### config.mk
export PLATFORM = sky130hd
export DESIGN_NAME = uart_cpu_port
export DESIGN_NICKNAME = d
export VERILOG_FILES = /design/src/rtl/uart_cpu_port.sv
export SDC_FILE = /design/constraint.sdc
export NUM_CORES = 1
export LEC_CHECK = 0
export ABC_CLOCK_PERIOD_IN_PS = 3500
export BUFFER_PORTS_ARGS = -buffer_cell sky130_fd_sc_hd__buf_2
export CAP_MARGIN = 20
export CORE_MARGIN = 2
export CORE_UTILIZATION = 35
export DETAILED_ROUTE_END_ITERATION = 10
export SYNTH_ARGS = -nofsm -noshare
export SYNTH_HDL_FRONTEND = slang
export SYNTH_SLANG_ARGS = --single-unit
export TNS_END_PERCENT = 30
### constraint.sdc
create_clock -name clk -period 3.5 [get_ports clk]
set_input_delay 0.35 -clock clk [delete_from_list [all_inputs] [get_ports clk]]
set_output_delay 0.35 -clock clk [all_outputs]
set_load 0.005 [all_outputs]
### src/rtl/uart_cpu_port.sv
// uart_cpu_port: memory-mapped UART transmit port for the 6502 bus.
// CPU writes are queued in a circular FIFO. A drain FSM presents one byte at a
// time to uart_buffer, holding data_strobe for two baud_x1 ticks and then
// leaving two ticks of gap, so the buffer captures every byte exactly once.
//
// Optional feature macro: UART_CPU_PORT_HEX_EN (offset-1 writes push the byte
// as two uppercase ASCII hex characters).
//
// Ports:
//   clk, reset     system clock, synchronous active-high reset
//   baud_x1        one-cycle tick shared with uart_buffer
//   addr, wdata    CPU address / write data
//   we, re         CPU write / read enables
//   rdata          registered read data (1-cycle latency, held when re is low)
//   tx_data        byte to uart_buffer.data
//   tx_strobe      to uart_buffer.data_strobe
module uart_cpu_port #(
   parameter logic [15:0] BASE_ADDR  = 16'h4000,
   parameter int unsigned DEPTH_LOG2 = 4
) (
   input  logic        clk,
   input  logic        reset,
   input  logic        baud_x1,
   input  logic [15:0] addr,
   input  logic [7:0]  wdata,
   input  logic        we,
   input  logic        re,
   output logic [7:0]  rdata,
   output logic [7:0]  tx_data,
   output logic        tx_strobe
);

   localparam int unsigned DEPTH = 1 << DEPTH_LOG2;
   localparam int unsigned CW    = DEPTH_LOG2 + 1;

   typedef enum logic [1:0] {ST_IDLE, ST_HOLD, ST_GAP} state_t;

   logic [7:0]            mem [DEPTH];
   logic [DEPTH_LOG2-1:0] wr_ptr;
   logic [DEPTH_LOG2-1:0] rd_ptr;
   logic [CW-1:0]         count;
   logic                  ovf;

   state_t state;
   state_t state_nx;
   logic   tick_seen;
   logic   tick_seen_nx;
   logic   strobe_nx;
   logic   pop;

   logic       sel;
   logic       wr0;
   logic       rd0;
   logic       fifo_full;
   logic       fifo_empty;
   logic       status_full;
   logic       push_req;
   logic       push_ok;
   logic       cpu_drop;
   logic       ovf_set;
   logic [7:0] push_data;

   // Register window decode
   assign sel = (addr[15:2] == BASE_ADDR[15:2]);
   assign wr0 = we & sel & (addr[1:0] == 2'd0);
   assign rd0 = re & sel & (addr[1:0] == 2'd0);

   assign fifo_full  = (count == CW'(DEPTH));
   assign fifo_empty = (count == '0);

`ifdef UART_CPU_PORT_HEX_EN
   logic       wr1;
   logic       pend;
   logic [7:0] pend_char;

   function automatic logic [7:0] hex_char(input logic [3:0] n);
      return (n < 4'd10) ? 8'h30 + 8'(n) : 8'h37 + 8'(n);
   endfunction

   assign wr1 = we & sel & (addr[1:0] == 2'd1);

   // Pending low-nibble character owns the push slot; CPU pushes meanwhile are lost
   always_comb begin
      push_req  = 1'b0;
      push_data = wdata;
      cpu_drop  = 1'b0;
      if (pend) begin
         push_req  = 1'b1;
         push_data = pend_char;
         cpu_drop  = wr0 | wr1;
      end else if (wr1) begin
         push_req  = 1'b1;
         push_data = hex_char(wdata[7:4]);
      end else if (wr0) begin
         push_req  = 1'b1;
      end
   end

   assign status_full = fifo_full | pend;

   // Pending lasts exactly one cycle: it is consumed (pushed or dropped) next cycle
   always_ff @(posedge clk) begin
      if (reset) begin
         pend      <= 1'b0;
         pend_char <= 8'h00;
      end else if (pend) begin
         pend      <= 1'b0;
      end else if (wr1) begin
         pend      <= 1'b1;
         pend_char <= hex_char(wdata[3:0]);
      end
   end
`else
   assign push_req    = wr0;
   assign push_data   = wdata;
   assign cpu_drop    = 1'b0;
   assign status_full = fifo_full;
`endif

   // Full check uses pre-cycle count, so a same-cycle pop never rescues a push into a full FIFO
   assign push_ok = push_req & ~fifo_full;
   assign ovf_set = (push_req & fifo_full) | cpu_drop;

   // FIFO storage
   always_ff @(posedge clk) begin
      if (push_ok) mem[wr_ptr] <= push_data;
   end

   // FIFO pointers, occupancy and sticky overflow (set beats clear-on-read)
   always_ff @(posedge clk) begin
      if (reset) begin
         wr_ptr <= '0;
         rd_ptr <= '0;
         count  <= '0;
         ovf    <= 1'b0;
      end else begin
         if (push_ok) wr_ptr <= wr_ptr + 1'b1;
         if (pop)     rd_ptr <= rd_ptr + 1'b1;
         count <= count + CW'(push_ok) - CW'(pop);
         if (ovf_set)  ovf <= 1'b1;
         else if (rd0) ovf <= 1'b0;
      end
   end

   // Drain FSM next-state: two ticks with strobe high, then two ticks of gap
   always_comb begin
      state_nx     = state;
      tick_seen_nx = tick_seen;
      strobe_nx    = tx_strobe;
      pop          = 1'b0;
      case (state)
         ST_IDLE: begin
            if (!fifo_empty) begin
               pop          = 1'b1;
               strobe_nx    = 1'b1;
               tick_seen_nx = 1'b0;
               state_nx     = ST_HOLD;
            end
         end
         ST_HOLD: begin
            if (baud_x1) begin
               if (tick_seen) begin
                  tick_seen_nx = 1'b0;
                  strobe_nx    = 1'b0;
                  state_nx     = ST_GAP;
               end else begin
                  tick_seen_nx = 1'b1;
               end
            end
         end
         ST_GAP: begin
            if (baud_x1) begin
               if (tick_seen) begin
                  tick_seen_nx = 1'b0;
                  state_nx     = ST_IDLE;
               end else begin
                  tick_seen_nx = 1'b1;
               end
            end
         end
         default: begin
            state_nx     = ST_IDLE;
            tick_seen_nx = 1'b0;
            strobe_nx    = 1'b0;
         end
      endcase
   end

   // Drain FSM state and transmit outputs
   always_ff @(posedge clk) begin
      if (reset) begin
         state     <= ST_IDLE;
         tick_seen <= 1'b0;
         tx_strobe <= 1'b0;
         tx_data   <= 8'h00;
      end else begin
         state     <= state_nx;
         tick_seen <= tick_seen_nx;
         tx_strobe <= strobe_nx;
         if (pop) tx_data <= mem[rd_ptr];
      end
   end

   // Register reads; values reflect state before this cycle's updates
   always_ff @(posedge clk) begin
      if (reset) begin
         rdata <= 8'h00;
      end else if (re) begin
         rdata <= 8'h00;
         if (sel) begin
            case (addr[1:0])
               2'd0:    rdata <= {5'b0, ovf, status_full, fifo_empty};
               2'd1:    rdata <= 8'(count);
               default: rdata <= 8'h00;
            endcase
         end
      end
   end

endmodule

==> impl_summary.log <==
INFO  metric place_congestion = around 0.77
INFO  metric r2r_start = count[2]
INFO  metric cp-startpoint = count[2]
INFO  metric die_w = about 140 um
INFO  metric outcome = finished, final reports clean
INFO  metric grt_pass1_wl = approximately 20000 um
INFO  metric clock.fmax = 329 MHz
INFO  metric final_nets = 504
INFO  metric first_global_vias = around 3600
INFO  metric hpwlAfterDp = a little under 9000 um
INFO  metric post-synth-top-area-fraction = between 50% and 60%
INFO  metric syn_area_per_cell = 16.6 um2
INFO  metric synth_sequential_area_ratio = 67.9%
INFO  metric post-route-util = 41.5%
INFO  metric floorplan.die_area = roughly 20000 um2
INFO  metric synthDistinctLibCells = 42
INFO  metric report.final.setup_viol = 0
INFO  metric cts.repair_timing.setup_buffer_count = 0
INFO  metric yosys_most_used_dff = sky130_fd_sc_hd__edfxtp_1
INFO  metric synth-seq-cells = between 150 and 200
INFO  metric timing.slew.headroom = a little under three fifths
INFO  metric syn_inst = ~400
INFO  metric route.detailed.drc = 0
INFO  metric worstHoldStart = re
INFO  metric element_type_at_the_critical_path_start = register
INFO  metric root_buffer = sky130_fd_sc_hd__clkbuf_16
INFO  metric route.vias.total = ~3600
INFO  metric timing_max_transition_violations_final = 0
INFO  metric critical_path_class = register to register
INFO  metric io_pins = 46
INFO  metric holdBufCountCts = 0
INFO  metric hold_violations = 0
INFO  metric ant_nets = 0
INFO  metric met1_usage = between 10% and 20%
INFO  metric power.leakage = about 0.0026 uW
INFO  metric drt_first_iter_violations = 300
INFO  metric grt_antenna_before_repair = 0
INFO  metric post-route-min-period = 3040 ps
INFO  metric numCtsBuffers = 17
INFO  metric grt_setup_unrepaired = no
INFO  metric ys.warnings.count = 0
INFO  metric vdd.ir_drop.worst = approximately 0.39 mV
INFO  metric routed_via_density = slightly above 5
INFO  metric wl_per_cell = 18.8 um
INFO  metric die_height = 141 um
INFO  metric timing.final.crit_share = between 80% and 90%
INFO  metric maxCapViolations = 0
INFO  metric fp-row-count = 50
INFO  metric ys_top_cells_by_area = sky130_fd_sc_hd__edfxtp_1 (58%), sky130_fd_sc_hd__mux4_2 (11%), sky130_fd_sc_hd__dfxtp_1 (9.4%)
INFO  metric cts.sink_count = ~160
INFO  metric critical_path.endpoint_type = register
INFO  metric clk_path_buf_depth = 2
INFO  metric globalRouteMet2Util = a little under a quarter
INFO  metric maximum_number_of_pins_on_one_net_before_global_route_repair = 35
INFO  metric buffer_ports.inserted = 42
INFO  metric cts_tree = built
INFO  metric crit_required = between 3000 and 4000 ps
INFO  metric layout-drive-gt1-share = 29.0%
INFO  metric maximum_fanout_count_along_the_critical_path = 4
INFO  metric detailedRoute.firstPassIterationCount = 4
INFO  metric cts_resized = 0
INFO  metric worstMarginPinSlew = ~650 ps
INFO  metric antenna-diode-count = 0
INFO  metric core-area = approximately 19000 um2
INFO  metric worst_skew_pair.late_latency = ~420 ps
INFO  metric clk_pin_slew = 60 ps
INFO  metric fillerInstances = ~1700
INFO  metric initial_core_util = a little over a third
INFO  metric hp-class = input pin to register
INFO  metric routed_wirelength = 13300 um
INFO  metric busiest_layer = met2
INFO  metric powerDensity = just under 700 nW/um2
INFO  metric cts.htree.levels = 4
INFO  metric grt_overflow = 0
INFO  metric post_synth_instance_area = 6570 um2
INFO  metric edff_count_synth = 128
INFO  metric critical_path_arrival = approximately 3400 ps
INFO  metric yosys.area.top_type = sky130_fd_sc_hd__edfxtp_1
INFO  metric grt_use_total = between 10% and 20%
INFO  metric share_of_async_settable_or_async_resettable_flops_after_synthesis = 0%
INFO  metric final_setup_skew = 9.13 ps
INFO  metric synthToLayoutAreaGrowth = 17.3%
INFO  metric final.setup.tns = 0 ps
INFO  metric use_met3 = ~4%
==> routing by layer <==
metal	share of wire [%]	routed length, um	up-vias
li1	-	-	1681
met1	44	5850	1814
met2	50	6690	92
met3	5.1	677	4
met4	0.36	48	0
met5	0	0	-
==> cells in the final DEF, fill, tap and decap left out, types with 12 or more instances in the layout <==
master	instances
sky130_fd_sc_hd__mux4_2	32
sky130_fd_sc_hd__a21oi_1	13
sky130_fd_sc_hd__nor3_1	15
sky130_fd_sc_hd__ha_1	15
sky130_fd_sc_hd__edfxtp_1	128
sky130_fd_sc_hd__dfxtp_1	30
sky130_fd_sc_hd__clkbuf_16	17
sky130_fd_sc_hd__nand3_1	12
sky130_fd_sc_hd__buf_4	23
sky130_fd_sc_hd__mux2i_1	18
sky130_fd_sc_hd__inv_1	16
sky130_fd_sc_hd__nor2_1	15
sky130_fd_sc_hd__buf_2	42
==> kinds of logic after synthesis <==
logic type | Yosys count | share of synthesized area [%]
AND/OR/NAND/NOR | 91 | 7.99
multiplexers | 53 | 14.2
XOR/XNOR | 5 | 0.666
flip-flops | 159 | 67.9
adder cells (fa/ha/maj) | 16 | 3.16
buffers and inverters | 39 | 2.91
other | 1 | 0.0570
AO/OA/AOI/OAI | 32 | 3.08
==> Yosys cell counts, types with 2 or more instances <==
library cell and n:
sky130_fd_sc_hd__clkbuf_1 5, sky130_fd_sc_hd__nor4b_1 3, sky130_fd_sc_hd__nor3_1 15, sky130_fd_sc_hd__mux2_2 3, sky130_fd_sc_hd__nor2_1 15, sky130_fd_sc_hd__dfxtp_1 31, sky130_fd_sc_hd__nand2b_1 5, sky130_fd_sc_hd__xor2_1 2
sky130_fd_sc_hd__edfxtp_1 128, sky130_fd_sc_hd__nand2_1 11, sky130_fd_sc_hd__a21oi_1 13, sky130_fd_sc_hd__nor2b_1 5, sky130_fd_sc_hd__nand4_1 3, sky130_fd_sc_hd__mux2i_1 18, sky130_fd_sc_hd__or3_1 4, sky130_fd_sc_hd__o221ai_1 8
sky130_fd_sc_hd__inv_1 16, sky130_fd_sc_hd__mux4_2 32, sky130_fd_sc_hd__nand3_1 12, sky130_fd_sc_hd__buf_2 6, sky130_fd_sc_hd__buf_1 3, sky130_fd_sc_hd__buf_4 8, sky130_fd_sc_hd__ha_1 15, sky130_fd_sc_hd__o21ai_0 7
sky130_fd_sc_hd__nor4_1 9, sky130_fd_sc_hd__xnor2_1 3
==> metrics by stage <==
step	setup slack [ps]	power [uW]	area, um2	std cells	hold slack [ps]
final	464	5300	7710	706	261
after global routing	221	5580	7710	706	262
after CTS	438	5370	7710	706	243
after detailed placement	310	3530	7130	674	449
after global placement	425	3500	7130	674	436
after floorplan	668	3200	6580	398	449
==> power by group <==
| part | total, uW | switching [uW] | internal (uW) |
|---|---|---|---|
| sequential | 2290 | 147 | 2150 |
| clock | 1830 | 764 | 1060 |
| combinational | 1180 | 580 | 599 |
==> critical path: stages, from the launching register on <==
cell                      delay [ps]
sky130_fd_sc_hd__dfxtp_1         340
sky130_fd_sc_hd__inv_1            90
sky130_fd_sc_hd__ha_1            220
sky130_fd_sc_hd__or4b_4          490
sky130_fd_sc_hd__nand2_1         100
sky130_fd_sc_hd__inv_1           110
sky130_fd_sc_hd__ha_1            290
sky130_fd_sc_hd__inv_1            30
sky130_fd_sc_hd__ha_1            190
sky130_fd_sc_hd__fa_1            400
sky130_fd_sc_hd__a21oi_1         160
sky130_fd_sc_hd__nor2_1           60
sky130_fd_sc_hd__or3_1           340
sky130_fd_sc_hd__a21oi_1         140
==> sequential cells by signal, summed over array words and instances (netlist names) <==
register,count
rdata,5
ovf,1
tx_data,8
tx_strobe,1
state,2
count,5
tick_seen,1
mem,128
wr_ptr,4
rd_ptr,4
==> worst paths after layout <==
kind              end  slack [ps]  depth (start not counted)
max          count[4]         460                         13
min          rdata[4]         260                          3
max reg2reg  count[4]         460                         13
min reg2reg  rdata[0]         460                          2
==> layout make-up <==
type | count | area, um2 | share of cell area, %
clock buffer | 18 | 429 | 5.56
clock inverter | 14 | 158 | 2.04
inverter | 16 | 60.1 | 0.779
multi-input combinational | 200 | 1930 | 25.0
sequential | 159 | 4470 | 57.9
tap | 234 | 293 | 3.80
timing repair buffer | 65 | 383 | 4.96
No activity file was read; power rests on OpenSTA's default activity.
